**src/rtl/i2c_codec_responder.sv**
```systemverilog
// WM8731-style I2C control-port target: ACKs address/data writes and mirrors them into a register file.
// Build option: define I2C_RESP_AUTOINC_EN to stream several address/data pairs in one transaction.
module i2c_codec_responder #(
  parameter logic [6:0] DEV_ADDR = 7'h1A,
  parameter int         NUM_REGS = 16
) (
  input  logic       i_clk,
  input  logic       i_rst,
  input  logic       i_scl,
  input  logic       i_sda,
  output logic       o_sda_oen,
  output logic       o_busy,
  output logic       o_wr_valid,
  output logic [6:0] o_wr_addr,
  output logic [8:0] o_wr_data,
  output logic       o_err,
  input  logic [3:0] i_rd_addr,
  output logic [8:0] o_rd_data,
  output logic [2:0] o_dbg_state
);

  typedef enum logic [2:0] {
    S_IDLE   = 3'd0,
    S_ADDR   = 3'd1,
    S_ACK_A  = 3'd2,
    S_BYTE0  = 3'd3,
    S_ACK_0  = 3'd4,
    S_BYTE1  = 3'd5,
    S_ACK_1  = 3'd6,
    S_IGNORE = 3'd7
  } state_e;

  localparam logic [7:0] NUM_REGS_W = 8'(NUM_REGS);

  logic       scl_meta_q, scl_q, scl_prev_q;
  logic       sda_meta_q, sda_q, sda_prev_q;
  state_e     state_q, state_d;
  logic [3:0] cnt_q, cnt_d;
  logic [7:0] shift_q, shift_d;
  logic [6:0] reg_addr_q, reg_addr_d;
  logic       data8_q, data8_d;
  logic       oen_q, oen_d;
  logic       busy_q, busy_d;
  logic       extra_q, extra_d;
  logic       wr_valid_q, wr_valid_d;
  logic [6:0] wr_addr_q, wr_addr_d;
  logic [8:0] wr_data_q, wr_data_d;
  logic       err_q, err_d;
  logic       commit;
  logic [8:0] regs_q [NUM_REGS];
  logic [8:0] rd_data_q;

  logic       scl_rise, scl_fall, start_det, stop_det;
  logic       is_shift, is_ack;
  logic [7:0] shifted;
  logic [3:0] cnt_inc;

  assign scl_rise  = scl_q & ~scl_prev_q;
  assign scl_fall  = ~scl_q & scl_prev_q;
  assign start_det = scl_q & scl_prev_q & sda_prev_q & ~sda_q;
  assign stop_det  = scl_q & scl_prev_q & ~sda_prev_q & sda_q;
  assign is_shift  = (state_q == S_ADDR) || (state_q == S_BYTE0) || (state_q == S_BYTE1);
  assign is_ack    = (state_q == S_ACK_A) || (state_q == S_ACK_0) || (state_q == S_ACK_1);
  assign shifted   = {shift_q[6:0], sda_q};
  assign cnt_inc   = cnt_q + 4'd1;

  // The SCL rise that precedes a START/STOP is itself counted as a bit, so a
  // single counted bit is not a partial byte; partial means two or more.
  always_comb begin
    state_d    = state_q;
    cnt_d      = cnt_q;
    shift_d    = shift_q;
    reg_addr_d = reg_addr_q;
    data8_d    = data8_q;
    oen_d      = oen_q;
    busy_d     = busy_q;
    extra_d    = extra_q;
    wr_valid_d = 1'b0;
    wr_addr_d  = wr_addr_q;
    wr_data_d  = wr_data_q;
    err_d      = 1'b0;
    commit     = 1'b0;
    if (stop_det) begin
      state_d = S_IDLE;
      busy_d  = 1'b0;
      oen_d   = 1'b0;
      cnt_d   = 4'd0;
      extra_d = 1'b0;
      err_d   = is_shift && (cnt_q >= 4'd2);
    end else if (start_det) begin
      state_d = S_ADDR;
      busy_d  = 1'b1;
      oen_d   = 1'b0;
      cnt_d   = 4'd0;
      extra_d = 1'b0;
      err_d   = busy_q && ((is_shift && (cnt_q >= 4'd2)) || is_ack);
    end else begin
      case (state_q)
        S_ADDR, S_BYTE0, S_BYTE1: begin
          if (scl_rise) begin
            shift_d = shifted;
            cnt_d   = cnt_inc;
            if (cnt_q == 4'd7) begin
              cnt_d = 4'd0;
              if (state_q == S_ADDR) begin
                state_d = (shifted == {DEV_ADDR, 1'b0}) ? S_ACK_A : S_IGNORE;
              end else if (state_q == S_BYTE0) begin
                reg_addr_d = shifted[7:1];
                data8_d    = shifted[0];
                state_d    = S_ACK_0;
              end else begin
                commit     = 1'b1;
                wr_valid_d = 1'b1;
                wr_addr_d  = reg_addr_q;
                wr_data_d  = {data8_q, shifted};
                state_d    = S_ACK_1;
              end
            end
          end
        end
        S_ACK_A, S_ACK_0, S_ACK_1: begin
          // First SCL fall starts driving ACK, the second ends the ACK slot.
          if (scl_fall) begin
            if (!oen_q) begin
              oen_d = 1'b1;
            end else begin
              oen_d = 1'b0;
              if (state_q == S_ACK_A) begin
                state_d = S_BYTE0;
              end else if (state_q == S_ACK_0) begin
                state_d = S_BYTE1;
              end else begin
`ifdef I2C_RESP_AUTOINC_EN
                state_d = S_BYTE0;
`else
                state_d = S_IGNORE;
                extra_d = 1'b1;
`endif
              end
            end
          end
        end
        S_IGNORE: begin
          // Frames of 9 clocks; bytes after a completed write are errors.
          if (scl_rise) begin
            cnt_d = (cnt_q == 4'd8) ? 4'd0 : cnt_inc;
            err_d = extra_q && (cnt_q == 4'd7);
          end
        end
        default: ;
      endcase
    end
  end

  always_ff @(posedge i_clk) begin
    if (i_rst) begin
      scl_meta_q <= 1'b1;
      scl_q      <= 1'b1;
      scl_prev_q <= 1'b1;
      sda_meta_q <= 1'b1;
      sda_q      <= 1'b1;
      sda_prev_q <= 1'b1;
      state_q    <= S_IDLE;
      cnt_q      <= 4'd0;
      shift_q    <= 8'd0;
      reg_addr_q <= 7'd0;
      data8_q    <= 1'b0;
      oen_q      <= 1'b0;
      busy_q     <= 1'b0;
      extra_q    <= 1'b0;
      wr_valid_q <= 1'b0;
      wr_addr_q  <= 7'd0;
      wr_data_q  <= 9'd0;
      err_q      <= 1'b0;
    end else begin
      scl_meta_q <= i_scl;
      scl_q      <= scl_meta_q;
      scl_prev_q <= scl_q;
      sda_meta_q <= i_sda;
      sda_q      <= sda_meta_q;
      sda_prev_q <= sda_q;
      state_q    <= state_d;
      cnt_q      <= cnt_d;
      shift_q    <= shift_d;
      reg_addr_q <= reg_addr_d;
      data8_q    <= data8_d;
      oen_q      <= oen_d;
      busy_q     <= busy_d;
      extra_q    <= extra_d;
      wr_valid_q <= wr_valid_d;
      wr_addr_q  <= wr_addr_d;
      wr_data_q  <= wr_data_d;
      err_q      <= err_d;
    end
  end

  // Register 0x0F is the codec reset register: writing it clears the file.
  always_ff @(posedge i_clk) begin
    if (i_rst) begin
      for (int i = 0; i < NUM_REGS; i++) regs_q[i] <= 9'd0;
      rd_data_q <= 9'd0;
    end else begin
      if (commit) begin
        if (reg_addr_q == 7'h0F) begin
          for (int i = 0; i < NUM_REGS; i++) regs_q[i] <= 9'd0;
        end else if ({1'b0, reg_addr_q} < NUM_REGS_W) begin
          regs_q[reg_addr_q[3:0]] <= wr_data_d;
        end
      end
      rd_data_q <= regs_q[i_rd_addr];
    end
  end

  assign o_sda_oen   = oen_q;
  assign o_busy      = busy_q;
  assign o_wr_valid  = wr_valid_q;
  assign o_wr_addr   = wr_addr_q;
  assign o_wr_data   = wr_data_q;
  assign o_err       = err_q;
  assign o_rd_data   = rd_data_q;
  assign o_dbg_state = state_q;

endmodule
```
**config.mk**
```make
export PLATFORM = sky130hd
export DESIGN_NAME = i2c_codec_responder
export DESIGN_NICKNAME = d
export VERILOG_FILES = /design/src/rtl/i2c_codec_responder.sv
export SDC_FILE = /design/constraint.sdc
export NUM_CORES = 1
export LEC_CHECK = 0
export CAP_MARGIN = 20
export CORE_UTILIZATION = 51
export DETAILED_ROUTE_END_ITERATION = 10
export GPL_TIMING_DRIVEN = 0
export PLACE_DENSITY_LB_ADDON = 0.1
export SYNTH_ARGS = -nofsm -noshare
export SYNTH_HDL_FRONTEND = slang
export SYNTH_SLANG_ARGS = --single-unit
```
**constraint.sdc**
```tcl
create_clock -name i_clk -period 2.2 [get_ports i_clk]
set_input_delay 0.22 -clock i_clk [delete_from_list [all_inputs] [get_ports i_clk]]
set_output_delay 0.22 -clock i_clk [all_outputs]
set_load 0.02 [all_outputs]
```
==> results of run 1 <==
[synthesized netlist by cell type (5+ instances only)]
library cell and count:
nand4_4 11, nor2b_1 10, and3_1 5, or2_2 6, mux2i_4 9, clkbuf_1 13
nor2_1 173, nand4_2 5, mux2i_1 34, dfxtp_1 58, edfxtp_1 144, a21oi_1 10
buf_2 15, o22ai_1 5, nand2_1 39, mux4_2 32
[per-layer routing]
layer,share of wire,GRT usage,up-vias
li1,-,-,2609
met1,0.41,0.308,2756
met2,0.49,0.392,214
met3,0.072,0.0479,36
met4,0.024,0.0802,0
met5,0,0,-
[state kept, by name (all words and copies together) (netlist names)]
name	cells
cnt_q	4
data8_q	1
extra_q	1
o_busy	1
o_dbg_state	3
o_err	1
o_rd_data	9
o_sda_oen	1
o_wr_addr	7
o_wr_data	9
o_wr_valid	1
reg_addr_q	7
regs_q	144
scl_meta_q	1
scl_prev_q	1
scl_q	1
sda_meta_q	1
sda_prev_q	1
sda_q	1
shift_q	7
[logic make-up after synthesis]
family,synth area share
multiplexers,0.143
AO/OA/AOI/OAI,0.0310
other,0.000424
buffers and inverters,0.0284
AND/OR/NAND/NOR,0.170
flip-flops,0.620
XOR/XNOR,0.00297
adder cells (fa/ha/maj),0.00424
[final timing paths]
kind / from / end / cells past startpoint
max: o_dbg_state[1] / regs_q[15][4] / 7
min: i_sda / sda_meta_q / 2
max reg2reg: o_dbg_state[1] / regs_q[15][4] / 7
min reg2reg: scl_meta_q / scl_q / 1
[stage by stage]
step           area [sq um]  total power, W  cells
5_1_grt               10900         0.00850   1004
2_1_floorplan          8900         0.00457    658
4_1_cts               10800         0.00829    996
3_5_place_dp           9540         0.00473    914
3_3_place_gp           9540         0.00472    914
6_report              10900         0.00825   1004
[power by group through the flow]
stage	clock network, W	logic [W]	registers, W
after global routing	0.00379	0.000483	0.00423
after global placement	0	0.000421	0.00430
after floorplan	0	0.000260	0.00431
after CTS	0.00361	0.000454	0.00423
final	0.00357	0.000456	0.00423
after detailed placement	0	0.000423	0.00431
[worst max-delay path, cell delays in order, from the launching register on]
cell        delay, ns
dfxtp_1          0.33
clkbuf_2         0.19
and2_1           0.32
nor2_2           0.16
a31oi_4          0.30
buf_12           0.27
clkinvlp_4       0.11
buf_4            0.18
[final cells by class]
| type | instances | share of cell area |
|---|---|---|
| inverters | 4 | 0.00172 |
| clock buffers | 33 | 0.0589 |
| multi-input cells | 415 | 0.312 |
| repair buffers | 84 | 0.0672 |
| plain buffers | 39 | 0.0261 |
| clock inverters | 7 | 0.00562 |
| flip-flops and latches | 202 | 0.503 |
| well taps | 220 | 0.0252 |
[timing repair]
action                                  in CTS  in global routing
hold buffers                                 0                  0
endpoints found under the setup margin     221                236
pin swaps                                   13                  3
resized for setup                           41                 18
setup buffers                               39                  8
cloned                                       3                  0
==> metrics, run 1 <==
largest net degree at the start of global routing=14; DPL Wire Length=13,500 microns; Max Clock Skew=between 0.008 and 0.009 ns; Finished Core Util=0.651; port buffer count=36; setup slack after layout=0.0703 ns; TNS Setup=0 ns; # fillers=1,226; routed wire length=20,400 microns; worst-skew pair later-pin latency=0.51 ns; area of the multi-input gates=3410 sq um; Detailed Routing Iterations Pass 1=5; Pins Over Slew Limit=0; largest cells by area after synthesis=edfxtp_1, dfxtp_1, mux4_2, nor2_1, mux2i_1; flop-to-flop setup slack=0.07 ns; f_max=0.470 GHz; pre-CTS WS=-0.798 ns; clock share of power=0.432; most common cell after layout, fill and taps aside=nor2_1; Crit. End Element=flip-flop; outcome=finished clean; Critical Path Fanout Max=11; Clock Tree Buf Depth=3; IO Count=40; initial antenna violation count=0; Worst-Margin Slew=~0.69 ns; required time of the critical path=around 2.5 ns; commonest register cell after synthesis=edfxtp_1; post-synth top area share=0.489; storage element area=roughly 5500 sq um; initial detailed-routing violation count=549; hold crit path type=in2reg; hold slack=0.274 ns; Final min period=2.13 ns; Switch Pwr=about 0.0017 W; Initial Utilization=0.528; Post-synth EDFFs=144; first-pass GRT wire length=about 31,000 microns; synthesized area=8850 sq um; LEAKAGE=3.99 nW; Core Area=between 15,000 and 20,000 sq um; number of antenna diodes=0; switch share=0.210; CP Data Arrival Time=2.39 ns; WL/cell=20.3 microns; Seq/Total Area, Yosys=0.620; Root Buffer=clkbuf_16; CTS tree=yes; Synth area leader=edfxtp_1; Hold Violations, Final=0; row cnt=47; Post-Synthesis Cells=650; routability congestion estimate from global placement=around 0.9; P per Cell Area=756 nW/um^2; Clock Sinks=202; Netlist cell types=58; P_int=0.00652 W; grt ovf=0; largest vdd supply drop=approximately 0.00052 V; layout cell share with drive strength beyond 1=0.247; Worst-path clk slew=0.06 ns; Vias/cell=5.59; aggregate global-route resource usage=0.236; combinational share of power=0.055; Die H=134 microns; most frequent cells in the layout=nor2_1, edfxtp_1, dfxtp_1; number of synthesized register bits=202; Vias=5,615; period utilization=0.968; syn avg cell area=13.6 sq um; die area=17,900 sq um; DRC errors left=0; critical setup path kind=reg2reg; final net count=roughly 800; Die W=134 microns; H-tree Lvls=1; Worst Setup Start Kind=flip-flop; Routed Antenna Nets=0; Async SR Flop Fraction=0; # setup viols final=0; MaxCap Viol Count=0; area growth from synthesis to layout=23.4%; Reg power frac=0.512; number of global-route vias before repair=about 5,600; Slew HR=0.536; clock buffer count from CTS=22; Ys Warns=0
Note: power is estimated with default switching activity, not from simulation.
==> inputs of run 2 (changes only) <==
--- a/config.mk
+++ b/config.mk
@@ -5,11 +5,12 @@
 export SDC_FILE = /design/constraint.sdc
 export NUM_CORES = 1
 export LEC_CHECK = 0
-export CAP_MARGIN = 20
+export ABC_AREA = 1
+export CAP_MARGIN = 40
 export CORE_UTILIZATION = 51
 export DETAILED_ROUTE_END_ITERATION = 10
 export GPL_TIMING_DRIVEN = 0
-export PLACE_DENSITY_LB_ADDON = 0.1
+export PLACE_DENSITY = 0.72
 export SYNTH_ARGS = -nofsm -noshare
 export SYNTH_HDL_FRONTEND = slang
 export SYNTH_SLANG_ARGS = --single-unit
==> run 2 against run 1 <==
Clock skew up 0.00089 ns. First-iteration DRC count increased by 75%. Critical path depth rose by 2. Fmax down 2.5%. Critical endpoint is now regs_q[8][5]. Die area shrank 1.9%. Synthesized cell count is 46% higher. Largest power group unchanged.
==> metrics, run 2 <==
outcome=finished clean; Hold-fix buffers, CTS=0; DRC errors left=0; row cnt=47; most frequent cells in the layout=nor2_1, edfxtp_1, nand2_1; area growth from synthesis to layout=24.2%; DPL Wire Length=15,700 microns; Ys Warns=0; Detailed Routing Iterations Pass 1=7; period utilization=0.993; Synth area leader=edfxtp_1; Initial Utilization=0.523; routability congestion estimate from global placement=about 0.9; CP Cell Sequence=inv_2 > nor2_1 > nor2_4 > nand2_4 > inv_1 > clkbuf_4 > o21ai_2 > buf_4 > nor2_1; CP Data Arrival Time=2.43 ns; initial detailed-routing violation count=959; Root Buffer=clkbuf_16; H-tree Lvls=1; most common cell in the netlist=nor2_1; Pins Over Slew Limit=0; most instantiated cells after synthesis=nor2_1, edfxtp_1, nand2_1; initial antenna violation count=0; min-delay src=i_rd_addr[3]; required time of the critical path=2.45 ns; Slew HR=0.522; syn avg cell area=9.12 sq um; Worst Setup SP=o_dbg_state[0]; most common cell after layout, fill and taps aside=nor2_1; Crit. End Element=flip-flop; WL/cell=~20 microns; worst-skew pair later-pin latency=0.50 ns; synthesized area=around 8700 sq um; grt ovf=0; port buffer count=34; Post-Synthesis Cells=about 950; Worst Setup Start Kind=flip-flop; layout cell share with drive strength beyond 1=0.122; clock buffer count from CTS=22; IO Count=40; RSZ-0062 raised after global routing=yes; CP dominant cell by count=nor2_1; Routed Antenna Nets=0; Clock Tree Buf Depth=3; Critical Path End=regs_q[8][5]; f_max=0.458 GHz; Core Area=16,600 sq um; Vias=7,447; routed wire length=25,800 microns; MaxCap Viol Count=0; FF-to-FF End=regs_q[8][5]; final net count=approximately 1,100; P per Cell Area=804 nW/um^2; commonest register cell after synthesis=edfxtp_1; critical setup path kind=reg2reg; CTS tree=yes; Worst-Margin Slew=0.716 ns; Reg with most FFs=regs_q; LEAKAGE=3.90 nW; post-synth top area share=0.498; Final min period=2.18 ns; Max Clock Skew=0.00940 ns; pre-CTS WS=-0.776 ns; hold slack=approximately 0.22 ns; Post-synth EDFFs=144; slowest cell delay on critical path=0.41 ns; setup slack after layout=0.0158 ns; Seq/Total Area, Yosys=0.632; Netlist cell types=26; max reg flops=144; Critical Path Fanout Max=10; Worst-path clk slew=about 0.060 ns; r2r startpoint=o_dbg_state[0]; Finished Core Util=0.650; CP max-delay cell=dfxtp_2; hold depth=3; flop-to-flop setup slack=around 0.016 ns; number of synthesized register bits=202; largest vdd supply drop=0.000587 V; hold crit path type=in2reg; R2R depth=9; # fillers=roughly 1,300; largest net degree at the start of global routing=14; Die H=132 microns; aggregate global-route resource usage=0.279; Async SR Flop Fraction=0; number of global-route vias before repair=6,727; number of antenna diodes=0; Hold Violations, Final=0; Die W=~130 microns; die area=between 15,000 and 20,000 sq um; Clock Sinks=202; largest cells by area after synthesis=edfxtp_1, dfxtp_1, nor2_1, nand2_1, o21ai_0; Vias/cell=about 5.8; # setup viols final=0; first-pass GRT wire length=36,900 microns
==> run 2: worst min-delay path by stage <==
stage | endpoint | slack, ns
after floorplan | scl_meta_q | 0.32
final | o_rd_data[1] | 0.22
after CTS | o_rd_data[1] | 0.21
after detailed placement | scl_q | 0.40
after global placement | sda_q | 0.39
after global routing | o_rd_data[1] | 0.25
==> run 2: per-layer routing <==
layer / global-route usage / wire, microns / vias up
met4: 0.135 / 1140 / 0
met3: 0.0429 / 2670 / 94
met1: 0.357 / 9600 / 3472
li1: - / - / 3347
met2: 0.464 / 12400 / 534
met5: 0 / 0 / -
==> run 2: critical path: cells and delay by family (launching register included) <==
kind / cells / cell delay (ns)
buffers and inverters: 4 / 0.72
flip-flops: 1 / 0.41
AO/OA/AOI/OAI: 1 / 0.40
AND/OR/NAND/NOR: 4 / 0.41
==> run 2: kinds of logic after synthesis <==
group	share of synthesized area
AOI/OAI and AO/OA	0.0815
xor gates and xnor gates	0.00101
adders and majority gates	0.00433
buffers and inverters	0.0428
DFF	0.632
other	0.000432
and+or+nand+nor	0.238
==> run 2: cell type report <==
| type | count | area [sq um] | area share |
|---|---|---|---|
| Multi-Input combinational cell | 674 | 3370 | 0.313 |
| Inverter | 44 | 169 | 0.0157 |
| Sequential cell | 202 | 5500 | 0.510 |
| Clock buffer | 33 | 653 | 0.0606 |
| Timing Repair Buffer | 48 | 494 | 0.0458 |
| Clock inverter | 7 | 60.1 | 0.00557 |
| Tap cell | 220 | 275 | 0.0255 |
| Buffer | 49 | 260 | 0.0241 |
==> run 2: through the flow <==
step	area (sq um)	setup TNS [ns]	cells	power, W
finish	10800	0	1277	0.00866
global route	10800	-0.327	1277	0.00886
CTS	10500	-0.0698	1272	0.00857
detailed placement	9340	-102.93	1214	0.00497
global placement	9340	-91.21	1214	0.00496
floorplan	8720	-2.30	960	0.00475
==> run 2: power by group <==
part	internal [W]	switching (W)
clock	0.00217	0.00150
sequential	0.00423	0.0000700
combinational	0.000227	0.000475
==> run 2: what timing repair did <==
action | 4_1_cts | 5_1_grt
gates cloned | 10 | 2
setup buffers | 8 | 4
resized for setup | 86 | 35
endpoints found under the setup margin | 263 | 192
pin swaps | 13 | 5
==> inputs of run 3 (changes only) <==
--- a/config.mk
+++ b/config.mk
@@ -7,6 +7,7 @@
 export LEC_CHECK = 0
 export ABC_AREA = 1
 export CAP_MARGIN = 40
+export CORE_MARGIN = 10
 export CORE_UTILIZATION = 51
 export DETAILED_ROUTE_END_ITERATION = 10
 export GPL_TIMING_DRIVEN = 0
==> run 3 against run 2 <==
Flip-flop and latch count unchanged. First-iteration DRC count shrank 19%. Clock skew up 0.0091 ns. Critical path depth increased by 2. Via count down 4.8%. Die area grew 29%. Sequential power is essentially flat. Final cell count hardly changed.
==> metrics, run 3 (synthesis results as in run 2) <==
outcome=finished clean; Critical Path Fanout Max=10; Worst Setup Start Kind=flip-flop; Worst-path clk slew=approximately 0.06 ns; Die H=between 150 and 200 microns; dpl cell area=between 9000 and 10,000 sq um; grt ovf=0; max reg flops=144; Vias/cell=5.55; aggregate global-route resource usage=0.213; IO Count=40; first-pass GRT wire length=37,200 microns; clock buffer count from CTS=21; met1 wire length=between 9000 and 10,000 microns; CP Cell Sequence=buf_2 > nand2_1 > nand2_1 > nor2_2 > nand2_2 > buf_6 > o21ai_4 > clkinvlp_4 > buf_4 > buf_4 > nand2_4; slowest cell delay on critical path=0.31 ns; initial detailed-routing violation count=775; period utilization=0.969; Root Buffer=clkbuf_16; Hold-fix buffers, CTS=0; met2 routed WL=11,500 microns; final net count=~1,100; DRC errors left=0; CP max-delay cell=dfxtp_1; area growth from synthesis to layout=23.3%; number of antenna diodes=0; Crit. End Element=flip-flop; port buffer count=34; cell family with most CP delay=buffers and inverters; routability congestion estimate from global placement=between 0.8 and 0.9; hold crit path type=in2reg; worst-skew pair later-pin latency=0.51 ns; Slew HR=0.525; H-tree Lvls=1; most frequent cells in the layout=nor2_1, edfxtp_1, nand2_1; row cnt=47; met3 WL=between 2000 and 2500 microns; Vias=7,091; RSZ-0062 raised after global routing=yes; Final min period=2.13 ns; Core Area=16,600 sq um; required time of the critical path=2.40 ns; Clock Tree Buf Depth=3; Finished Core Util=0.643; CP Data Arrival Time=2.33 ns; Reg with most FFs=regs_q; most common cell after layout, fill and taps aside=nor2_1; Bufs and invs on worst path=5; Pins Over Slew Limit=0; # setup viols final=0; largest net degree at the start of global routing=15; Die W=150 microns; layout cell share with drive strength beyond 1=0.120; die area=roughly 23,000 sq um; P per Cell Area=approximately 800 nW/um^2; setup slack after layout=around 0.07 ns; LEAKAGE=3.95 nW; pre-CTS WS=-0.752 ns; Routed Antenna Nets=0; Initial Utilization=0.521; number of global-route vias before repair=about 6,700; critical setup path kind=reg2reg; Max Clock Skew=about 0.018 ns; MaxCap Viol Count=0; f_max=0.469 GHz; WL/cell=about 19 microns; Top Metal Used=met4; Worst-Margin Slew=0.713 ns; CTS tree=yes; routed wire length=24,400 microns; Pwr Total=roughly 0.0086 W; initial antenna violation count=0; design area=10,700 sq um; largest vdd supply drop=0.000628 V; Hold Violations, Final=0; Detailed Routing Iterations Pass 1=7; Clock Sinks=202; DPL Wire Length=about 16,000 microns; # fillers=1,289
## run 3: cell types whose count changed in the layout (fill, tap and decap cells not counted), moves of 3 or more
cell and delta:
buf_4 +3, clkbuf_2 +3, nand2_4 +4, inv_2 -3, o21ai_2 -4, clkbuf_8 -3
o21ai_4 +4, nand2_8 -9
## run 3: worst paths after layout
check | from | end | slack, ns | depth (start not counted)
max | o_dbg_state[2] | regs_q[10][8] | 0.07 | 11
max reg2reg | o_dbg_state[2] | regs_q[10][8] | 0.07 | 11
min reg2reg | scl_meta_q | scl_q | 0.42 | 1
min | i_rd_addr[3] | o_rd_data[3] | 0.26 | 3
## run 3: per-layer routing
| metal | track usage | vias to the layer above |
|---|---|---|
| met2 | 0.341 | 385 |
| met4 | 0.0986 | 0 |
| met3 | 0.0339 | 56 |
| met5 | 0 | - |
| li1 | - | 3341 |
| met1 | 0.278 | 3309 |
## run 3: through the flow
stage | hold WS [ns] | setup TNS [ns] | std cells
after global placement | 0.392 | -87.54 | 1214
after detailed placement | 0.410 | -94.06 | 1214
after floorplan | 0.324 | -2.30 | 960
final | 0.256 | 0 | 1278
after CTS | 0.225 | -0.896 | 1269
after global routing | 0.260 | -1.25 | 1278
## run 3: power breakdown
part / internal (W) / switching (W) / total [W]
registers: 0.00423 / 0.0000578 / 0.00429
clock network: 0.00211 / 0.00148 / 0.00359
logic: 0.000223 / 0.000457 / 0.000680
## run 3: what timing repair did
| item | 4_1_cts | 5_1_grt |
|---|---|---|
| gates cloned | 9 | 2 |
| setup endpoints to repair | 253 | 225 |
| setup buffers | 8 | 7 |
| pin swaps | 10 | 5 |
| gates resized for setup | 83 | 22 |
## run 3: area by class of cell
class	count	area, sq um	area share
clock buffer	28	584	0.0546
tap	220	275	0.0257
inverter	44	171	0.0160
timing repair buffer	51	527	0.0492
sequential	202	5490	0.513
buffer	50	277	0.0258
multi-input combinational	673	3270	0.306
clock inverter	10	108	0.0101
## run 3: worst min-delay path, delay by kind of cell
family | cells | cell delay [ns]
simple gates | 1 | 0.17
buf+inv | 1 | 0.25
compound gates | 1 | 0.06
